**src/rtl/sram_delay_line.sv**
```systemverilog
// Programmable sample delay line built on an external single-port SRAM ring.
// Each sample reads the oldest ring entry, then overwrites it with itself.
module sram_delay_line #(
  parameter int unsigned DATA_W    = 16,
  parameter int unsigned ADDR_W    = 20,
  parameter int unsigned MAX_DELAY = 8044,
  parameter int unsigned WAIT_CYC  = 1
) (
  input  logic              i_clk,
  input  logic              i_rst,
  input  logic              i_valid,
  output logic              o_ready,
  input  logic [DATA_W-1:0] i_data,
  input  logic              i_bypass,
  input  logic [ADDR_W-1:0] i_delay,
  input  logic              i_delay_load,
  output logic              o_valid,
  output logic [DATA_W-1:0] o_data,
  output logic              o_primed,
  output logic [ADDR_W-1:0] o_s_addr,
  output logic [DATA_W-1:0] o_s_data,
  output logic              o_s_wen,
  input  logic [DATA_W-1:0] i_s_data
);

  localparam int unsigned CNT_W = 3;

  typedef enum logic [2:0] {IDLE, READ, RWAIT, WRITE, WWAIT} state_t;

  state_t            state, state_nxt;
  logic [CNT_W-1:0]  cnt, cnt_nxt;
  logic [ADDR_W-1:0] ptr, ptr_nxt;
  logic [ADDR_W-1:0] dly, dly_nxt;
  logic              ready_nxt;
  logic              valid_nxt;
  logic              primed_nxt;
  logic              wen_nxt;
  logic [DATA_W-1:0] data_nxt;
  logic [DATA_W-1:0] s_data_nxt;
  logic [ADDR_W-1:0] s_addr_nxt;

  // A zero delay is meaningless for a ring, so it becomes one sample.
  function automatic logic [ADDR_W-1:0] clamp(input logic [ADDR_W-1:0] d);
    if (d == '0) return ADDR_W'(1);
    if (d > ADDR_W'(MAX_DELAY)) return ADDR_W'(MAX_DELAY);
    return d;
  endfunction

  always_ff @(posedge i_clk or posedge i_rst) begin
    if (i_rst) begin
      state    <= IDLE;
      cnt      <= '0;
      ptr      <= '0;
      dly      <= ADDR_W'(MAX_DELAY);
      o_ready  <= 1'b1;
      o_valid  <= 1'b0;
      o_primed <= 1'b0;
      o_data   <= '0;
      o_s_addr <= '0;
      o_s_data <= '0;
      o_s_wen  <= 1'b0;
    end else begin
      state    <= state_nxt;
      cnt      <= cnt_nxt;
      ptr      <= ptr_nxt;
      dly      <= dly_nxt;
      o_ready  <= ready_nxt;
      o_valid  <= valid_nxt;
      o_primed <= primed_nxt;
      o_data   <= data_nxt;
      o_s_addr <= s_addr_nxt;
      o_s_data <= s_data_nxt;
      o_s_wen  <= wen_nxt;
    end
  end

  // Next-state and registered-output values.
  always_comb begin
    state_nxt  = state;
    cnt_nxt    = cnt;
    ptr_nxt    = ptr;
    dly_nxt    = dly;
    primed_nxt = o_primed;
    valid_nxt  = 1'b0;
    wen_nxt    = 1'b0;
    data_nxt   = o_data;
    s_addr_nxt = o_s_addr;
    s_data_nxt = o_s_data;

    unique case (state)
      IDLE: begin
        if (i_delay_load) begin
          dly_nxt    = clamp(i_delay);
          ptr_nxt    = '0;
          primed_nxt = 1'b0;
        end else if (i_valid) begin
          if (i_bypass) begin
            data_nxt  = i_data;
            valid_nxt = 1'b1;
          end else begin
            s_data_nxt = i_data;
            s_addr_nxt = ptr;
            state_nxt  = READ;
          end
        end
      end
      READ: begin
        cnt_nxt   = CNT_W'(WAIT_CYC - 1);
        state_nxt = RWAIT;
      end
      RWAIT: begin
        if (cnt == '0) begin
          // Until the ring has wrapped once the SRAM holds stale data.
          data_nxt  = o_primed ? i_s_data : '0;
          valid_nxt = 1'b1;
          wen_nxt   = 1'b1;
          state_nxt = WRITE;
        end else begin
          cnt_nxt = cnt - CNT_W'(1);
        end
      end
      WRITE: begin
        cnt_nxt   = CNT_W'(WAIT_CYC - 1);
        state_nxt = WWAIT;
      end
      WWAIT: begin
        if (cnt == '0) begin
          if (ptr == dly - ADDR_W'(1)) begin
            ptr_nxt    = '0;
            primed_nxt = 1'b1;
          end else begin
            ptr_nxt = ptr + ADDR_W'(1);
          end
          state_nxt = IDLE;
        end else begin
          cnt_nxt = cnt - CNT_W'(1);
        end
      end
      default: state_nxt = IDLE;
    endcase

    ready_nxt = (state_nxt == IDLE);
  end

endmodule

```
**config.mk**
```make
export PLATFORM = sky130hd
export DESIGN_NAME = sram_delay_line
export DESIGN_NICKNAME = d
export VERILOG_FILES = /design/src/rtl/sram_delay_line.sv
export SDC_FILE = /design/constraint.sdc
export NUM_CORES = 1
export LEC_CHECK = 0
export ABC_CLOCK_PERIOD_IN_PS = 2990
export CORE_ASPECT_RATIO = 0.8
export CORE_MARGIN = 3
export CORE_UTILIZATION = 46
export CTS_CLUSTER_SIZE = 24
export DETAILED_ROUTE_END_ITERATION = 8
export PLACE_DENSITY = 0.77
export SETUP_SLACK_MARGIN = 0.02
export SYNTH_ARGS = -nofsm -noshare
export SYNTH_HDL_FRONTEND = slang
export SYNTH_SLANG_ARGS = --single-unit
```
**constraint.sdc**
```tcl
create_clock -name i_clk -period 2.99 [get_ports i_clk]
set_input_delay 0.598 -clock i_clk [delete_from_list [all_inputs] [get_ports i_clk]]
set_output_delay 0.598 -clock i_clk [all_outputs]
set_load 0.02 [all_outputs]
```
==> summary.md, run 1 <==
| Metric | Value |
|---|---|
| CP max-delay cell | `or4_4` |
| H-tree levels | `3` |
| Worst-skew pair later-pin latency | `0.35 ns` |
| YS warnings | `0` |
| Die footprint | `0.0128 mm2` |
| Status | `completed` |
| Port Buffers | `112` |
| Root Buffer | `clkbuf_16` |
| Post-Synth Adder-Cell Area | `0.00949` |
| Starting DRT DRC Count | `264` |
| Top post-synthesis cells by count | `92 x dfrtp_1, 45 x nand2_1, 37 x mux2_2, 37 x o21ai_0, 27 x clkbuf_1` |
| Vias in the first global route | `4260` |
| #FFs+latches synth | `102` |
| Grt ovf | `0` |
| Unique cell type count in the Yosys netlist | `61` |
| Synth Area in XOR/XNOR | `0.0614` |
| ANT nets after route | `0` |
| Avg Inst Size Synth | `10.1 um2` |
| Largest net degree at the start of global routing | `49` |
| Top-count cell post-synth | `dfrtp_1` |
| CP arrival | `3.06 ns` |
| Slew headroom | `0.476` |
| Worst-path cell chain | `or4_4 > nor3_2 > xor2_1 > o221a_2 > o21ai_0 > nand4_4 > o21ai_4 > buf_4 > nor2_1` |
| WS Path Type | `flip-flop to flip-flop` |
| Global-route wire length before repair | `21.5 mm` |
| Final period util | `0.946` |
| Final min period | `2.83 ns` |
| CTS buffer count | `9` |
| Finished Cell Area | `0.00689 mm2` |
| Critical Path RT | `3.23 ns` |
| Pins Over Slew Limit | `0` |
| Die outline width | `126 um` |
| DR vias/cell | `5.67` |
| Post-Syn Area | `0.00528 mm2` |
| Worst Skew | `0.00967 ns` |
| DRC | `0` |
| # fillers | `897` |
| Post-route setup TNS | `0 ns` |
| CTS sink count | `102` |
| Top Ports | `113` |
| Worst Max-Slew Pin Slew | `0.784 ns` |
| Antenna cell count | `0` |
| Crit end category | `flip-flop` |
| Global Route Usage Sum | `0.207` |
| Post-synth ARST share | `1.00` |
| Power per cell area | `764 mW/mm2` |
| Area grow syn2layout | `30.7%` |
| Cell count after synthesis | `521` |
| Vias | `4420` |
| DRT Wirelength | `13.4 mm` |
| Crit-path max FO | `8` |
| Crit path launch type | `flip-flop` |
| Placed inst area | `0.00657 mm2` |
| Pre-antenna DRT Iters | `5` |
| Max-cap violations | `0` |
| Fmax | `354 MHz` |
| Die Y | `102 um` |
| CTS tree | `done` |
| Clk pin slew, worst setup/hold paths | `0.07 ns` |
| Layout cells sized above 1 | `0.168` |
| Finish-stage setup viols | `0` |
| Clock buffer depth | `2` |
| Initial Util | `0.479` |
| Initial antenna violation count | `0` |
| Synth area leaders | `dfrtp_1 44%, mux2_2 7.9%, dfstp_2 5.0%, o21ai_0 3.5%, nand2_1 3.2%` |
| Synth Area in Compound Gates | `0.117` |
| Syn Nets | `582` |
| Worst VDD drop | `0.457 mV` |
| Largest family of logic cells by synthesized area | `simple AND/OR/NAND/NOR gates` |
| Routed wire length per instance | `17.2 um` |
| Synth Flop Type | `dfrtp_1` |
| Final HPWL DP | `9.98 mm` |
| Top-area cell type share of the netlist area | `0.436` |
| Min-Delay Path Class | `flip-flop to flip-flop` |
| Critical Path Max Stage Delay | `0.64 ns` |
| Final Wtd Congestion | `0.875` |
| RSZ-0062 raised after global routing | `no` |
| Core area | `0.0110 mm2` |
| Fin nets | `692` |
| Mux contribution to synthesized area | `0.0809` |
| EDFF count, synth | `0` |
| Leakage | `2.91 nW` |
| FP Rows | `34` |
| Post-synth top area cell | `dfrtp_1` |
| Final hold violation count | `0` |
| Sequential area share after synthesis | `0.486` |
| Synth Area in Simple Gates | `0.207` |
[critical path: cells and delay by family, from the launching register on]
family,cells,cell delay (ns)
buffers and inverters,1,0.19
AND/OR/NAND/NOR,4,1.20
flip-flops,1,0.46
XOR/XNOR,1,0.13
AO/OA/AOI/OAI,3,0.73
[repair_timing]
item,in CTS,in global routing
pin swaps,0,0
setup buffers,0,3
hold buffers,0,0
hold endpoints to repair,0,0
gates resized for setup,1,2
setup endpoints to repair,14,18
[area by class of cell]
| class | count | area [um2] | area share |
|---|---|---|---|
| clock buffers | 11 | 253 | 0.0367 |
| clock inverters | 5 | 40.0 | 0.00581 |
| multi-input cells | 373 | 2520 | 0.366 |
| repair buffers | 132 | 1280 | 0.186 |
| flip-flops and latches | 102 | 2560 | 0.372 |
| well taps | 144 | 180 | 0.0261 |
| inverters | 13 | 52.6 | 0.00762 |
[cell usage in the layout, fill, tap and decap left out, drive strengths merged, types with 5 or more instances in the layout]
master and n:
nor4 12, clkbuf 11, dfrtp 92, dfstp 10, xnor2 18, mux2 37
clkdlybuf4s50 112, nand2 45, or4 5, nor3 10, xor2 19, nand4 14
nor2 35, inv 14, and3 21, and2 7, nand3 22, nand2b 6
o21ai 38, buf 20, a21oi 26
[power by group]
| group | switching, mW | leakage, nW | internal [mW] |
|---|---|---|---|
| sequential | 0.311 | 1.33 | 1.72 |
| combinational | 1.14 | 1.43 | 0.956 |
| clock | 0.520 | 0.146 | 0.618 |
[metal layers]
layer  vias up  part of all wire  track usage
li1       2088                 -            -
met1      2179              0.45        0.292
met2       130              0.48        0.330
met3        23             0.047       0.0348
met4         0             0.020       0.0650
met5         -                 0            0
[final timing paths]
check | startpoint | end | slack, ns | cells after the start
max in group asynchronous | i_rst | o_s_data[15] | 1.53 | 3
setup reg to reg | dly[4] | ptr[12] | 0.16 | 9
setup / recovery | dly[4] | ptr[12] | 0.16 | 9
min in group asynchronous | i_rst | cnt[2] | 0.74 | 2
hold / removal | o_data[0] | o_data[0] | 0.48 | 2
hold reg to reg | o_data[0] | o_data[0] | 0.48 | 2
[through the flow]
stage / power (mW) / hold slack, ns / worst slack (ns) / utilization / std cells
after floorplan: 3.20 / 0.475 / 0.124 / - / 521
final: 5.27 / 0.485 / 0.162 / 0.626 / 780
after global routing: 5.56 / 0.511 / 0.00650 / 0.626 / 780
after global placement: 4.04 / 0.463 / 0.120 / 0.596 / 761
after detailed placement: 4.12 / 0.470 / 0.0126 / 0.596 / 761
after CTS: 5.28 / 0.486 / 0.134 / 0.623 / 777
[sequential cells by signal, summed over array words and instances, names as in the netlist, 3 cells and up]
signal,count
dly,20
o_s_addr,20
ptr,20
o_data,16
o_s_data,16
cnt,3
state,3
[cell families (layout without fill, tap and decap cells)]
| family | Yosys count | in the layout |
|---|---|---|
| AND/OR/NAND/NOR | 196 | 196 |
| flip-flops | 102 | 102 |
| AO/OA/AOI/OAI | 98 | 98 |
| buffers and inverters | 46 | 161 |
| multiplexers | 38 | 38 |
| XOR/XNOR | 37 | 37 |
| adder cells (fa/ha/maj) | 4 | 4 |
(Power assumes the default switching activity.)
==> run 2: changes to the inputs <==
Settings changed: ABC_CLOCK_PERIOD_IN_PS 2990 to 2300.
Clock period 2.99 ns to 2.3 ns, I/O delays scaled along.
==> run 2 against run 1 <==
Against the previous run: the run now ends with setup timing left; sequential share of layout area decreased by 2.4 points; final area increased by 6.8%; die area unchanged; first-iteration DRC count increased by 49%; critical endpoint is now ptr[1]; largest cell class is now multi-input combinational cells; largest power group unchanged.
==> summary.md, run 2 (synthesized netlist as in run 1, its figures left out) <==
| Metric | Value |
|---|---|
| Total Power | `7.11 mW (+35%)` |
| Final period util | `1.24 (+0.292)` |
| Regs by FF count | `dly x20, o_s_addr x20, ptr x20` |
| Pre-antenna DRT Iters | `5 (unchanged)` |
| Grt ovf | `0 (unchanged)` |
| H-tree levels | `3 (unchanged)` |
| Post-route insts no fill | `832 (+6.7%)` |
| CP max-delay cell | `or3b_4` |
| Comb pwr share | `0.439 (+0.042)` |
| Top Ports | `113 (unchanged)` |
| CP arrival | `3.08 ns (+0.02 ns)` |
| Die footprint | `0.0128 mm2 (unchanged)` |
| Initial Util | `0.479 (unchanged)` |
| Critical Path Max Stage Delay | `0.45 ns (-0.19 ns)` |
| DP Cell Count | `812 (+6.7%)` |
| Fmax | `351 MHz (-0.70%)` |
| Clk pin slew, worst setup/hold paths | `0.08 ns (about the same)` |
| Worst Skew | `0.00988 ns (+0.000210 ns)` |
| CTS tree | `done` |
| Pins Over Slew Limit | `0 (unchanged)` |
| Global Route Usage Sum | `0.231 (+0.0245)` |
| ANT nets after route | `0 (unchanged)` |
| Hold slack | `0.465 ns (-0.0197 ns)` |
| Switching share of power | `0.376 (+0.00255)` |
| Worst Max-Slew Pin Slew | `0.564 ns (-0.220 ns)` |
| Most frequent cells in the layout | `112 x clkdlybuf4s50_1, 92 x dfrtp_1, 68 x buf_4` |
| Hold buffers post-CTS | `0 (unchanged)` |
| Failing checks | `setup timing` |
| Max-cap violations | `0 (unchanged)` |
| Initial antenna violation count | `0 (unchanged)` |
| DRC | `0 (unchanged)` |
| Crit path launch type | `flip-flop` |
| Worst VDD drop | `0.503 mV (+10%)` |
| RSZ-0062 raised after global routing | `yes` |
| Routed wire length per instance | `17.9 um (+3.8%)` |
| Final Wtd Congestion | `0.911 (+4.1%)` |
| DRT Wirelength | `14.9 mm (+11%)` |
| Critical Path RT | `2.54 ns (-0.69 ns)` |
| CP most frequent cell | `nor4_2` |
| Core area | `0.0110 mm2 (unchanged)` |
| Most common cell after layout, fill and taps aside | `clkdlybuf4s50_1` |
| DR vias/cell | `5.67 (+0.13%)` |
| Min-Delay Path Class | `input port to asynchronous set/reset pin` |
| WS Path Type | `flip-flop to flip-flop` |
| Antenna cell count | `0 (unchanged)` |
| Final Worst Setup Slack | `-0.548 ns (-0.710 ns)` |
| Global-route wire length before repair | `23.7 mm (+10%)` |
| Vias | `4721 (+6.8%)` |
| Port Buffers | `112 (unchanged)` |
| Finish-stage setup viols | `21 (+21)` |
| Crit-path max FO | `6 (-2)` |
| Layout cells sized above 1 | `0.250 (+0.0818)` |
| Crit end category | `flip-flop` |
| Die outline width | `126 um (unchanged)` |
| Die Y | `102 um (unchanged)` |
| Worst-path cell chain | `inv_2 > ha_4 > or3b_4 > nor4_2 > o21ai_1 > a221o_1 > nor4_2 > buf_4 > nand4_4 > buf_6 > a32o_1` |
| Int Pwr | `4.43 mW (+34%)` |
| Root Buffer | `clkbuf_16` |
| Largest net degree at the start of global routing | `34 (-31%)` |
| Clock Power Share | `0.204 (-0.012)` |
| CTS sink count | `102 (unchanged)` |
| CTS buffer count | `9 (unchanged)` |
| Final min period | `2.85 ns (+0.0199 ns)` |
| Clock buffer depth | `2 (unchanged)` |
| Worst-skew pair later-pin latency | `0.35 ns (about the same)` |
| Final HPWL DP | `11.1 mm (+11%)` |
| Vias in the first global route | `4661 (+9.4%)` |
| Leakage | `3.19 nW (+9.6%)` |
| Power per cell area | `966 mW/mm2 (+26%)` |
| Placed inst area | `0.00696 mm2 (+5.9%)` |
| Status | `finished, violations left` |
| Finished Cell Area | `0.00736 mm2 (+6.8%)` |
| Final hold violation count | `0 (unchanged)` |
| Seq pwr share | `0.357 (-0.030)` |
| Slew headroom | `0.623 (+0.147)` |
| FP Rows | `34 (unchanged)` |
| Starting DRT DRC Count | `394 (+49%)` |
| Fin nets | `744 (+7.5%)` |
| Area grow syn2layout | `39.6%` |
| P_sw | `2.68 mW (+36%)` |
## run 2: path summary, 6_finish.rpt
path,startpoint,endpoint,slack (ns),cells past startpoint
worst max-delay path,dly[1],ptr[1],-0.55,11
worst max register to register,dly[1],ptr[1],-0.55,11
min in group i_clk,o_data[15],o_data[15],0.48,2
worst min-delay path,i_rst,ptr[13],0.47,2
worst min register to register,o_data[15],o_data[15],0.48,2
max in group asynchronous,i_rst,o_data[13],1.16,3
## run 2: power groups by stage
stage / clock (mW) / sequential, mW / combinational [mW]
final: 1.45 / 2.54 / 3.12
after global routing: 1.56 / 2.59 / 3.35
after CTS: 1.48 / 2.53 / 3.09
after detailed placement: 0 / 2.56 / 3.01
after global placement: 0 / 2.53 / 2.93
after floorplan: 0 / 2.92 / 1.26
## run 2: worst max-delay path, delay by kind of cell, from the launching register on
kind                     cells  cell delay [ns]
AO/OA/AOI/OAI                3             0.65
AND/OR/NAND/NOR              4             1.07
adder cells (fa/ha/maj)      1             0.14
flip-flops                   1             0.42
buffers and inverters        3             0.45
## run 2: stage by stage
step / TNS, ns / util / setup WS (ns)
global route: -12.39 / 0.668 / -0.626
floorplan: -8.25 / - / -0.472
global placement: -9.28 / 0.631 / -0.443
detailed placement: -10.64 / 0.631 / -0.503
finish: -10.60 / 0.668 / -0.548
CTS: -8.54 / 0.664 / -0.445
## run 2: cell type report
cell class                 instances  area [um2]
timing repair buffer             184        1690
clock inverter                     7        55.1
multi-input combinational        373        2600
sequential                       102        2560
tap                              144         180
fill                             832        3660
clock buffer                       9         225
inverter                          13        52.6
## run 2: timing repair
action,CTS,global route
endpoints found under the setup margin,21,23
resized for setup,13,9
pin swaps,4,2
setup buffers,3,1
## run 2: layer usage
layer / up-vias / GRT usage / part of all wire
met5: - / 0 / 0
met4: 0 / 0.0758 / 0.022
met3: 27 / 0.0416 / 0.053
met2: 177 / 0.371 / 0.49
met1: 2318 / 0.322 / 0.44
li1: 2199 / - / -
==> run 3: changes to the inputs <==
==> constraint.sdc (replaced) <==
create_clock -name i_clk -period 2.3 [get_ports i_clk]
set_input_delay 0.46 -clock i_clk [delete_from_list [all_inputs] [get_ports i_clk]]
set_output_delay 0.46 -clock i_clk [all_outputs]
set_load 0.005 [all_outputs]
==> results of run 3 <==
The final DEF is identical to that of run 2. Status: finished, violations left: setup timing.
Among the figures that moved: total power 7.11 mW -> 6.73 mW; worst IR drop on VDD 0.503 mV -> 0.492 mV
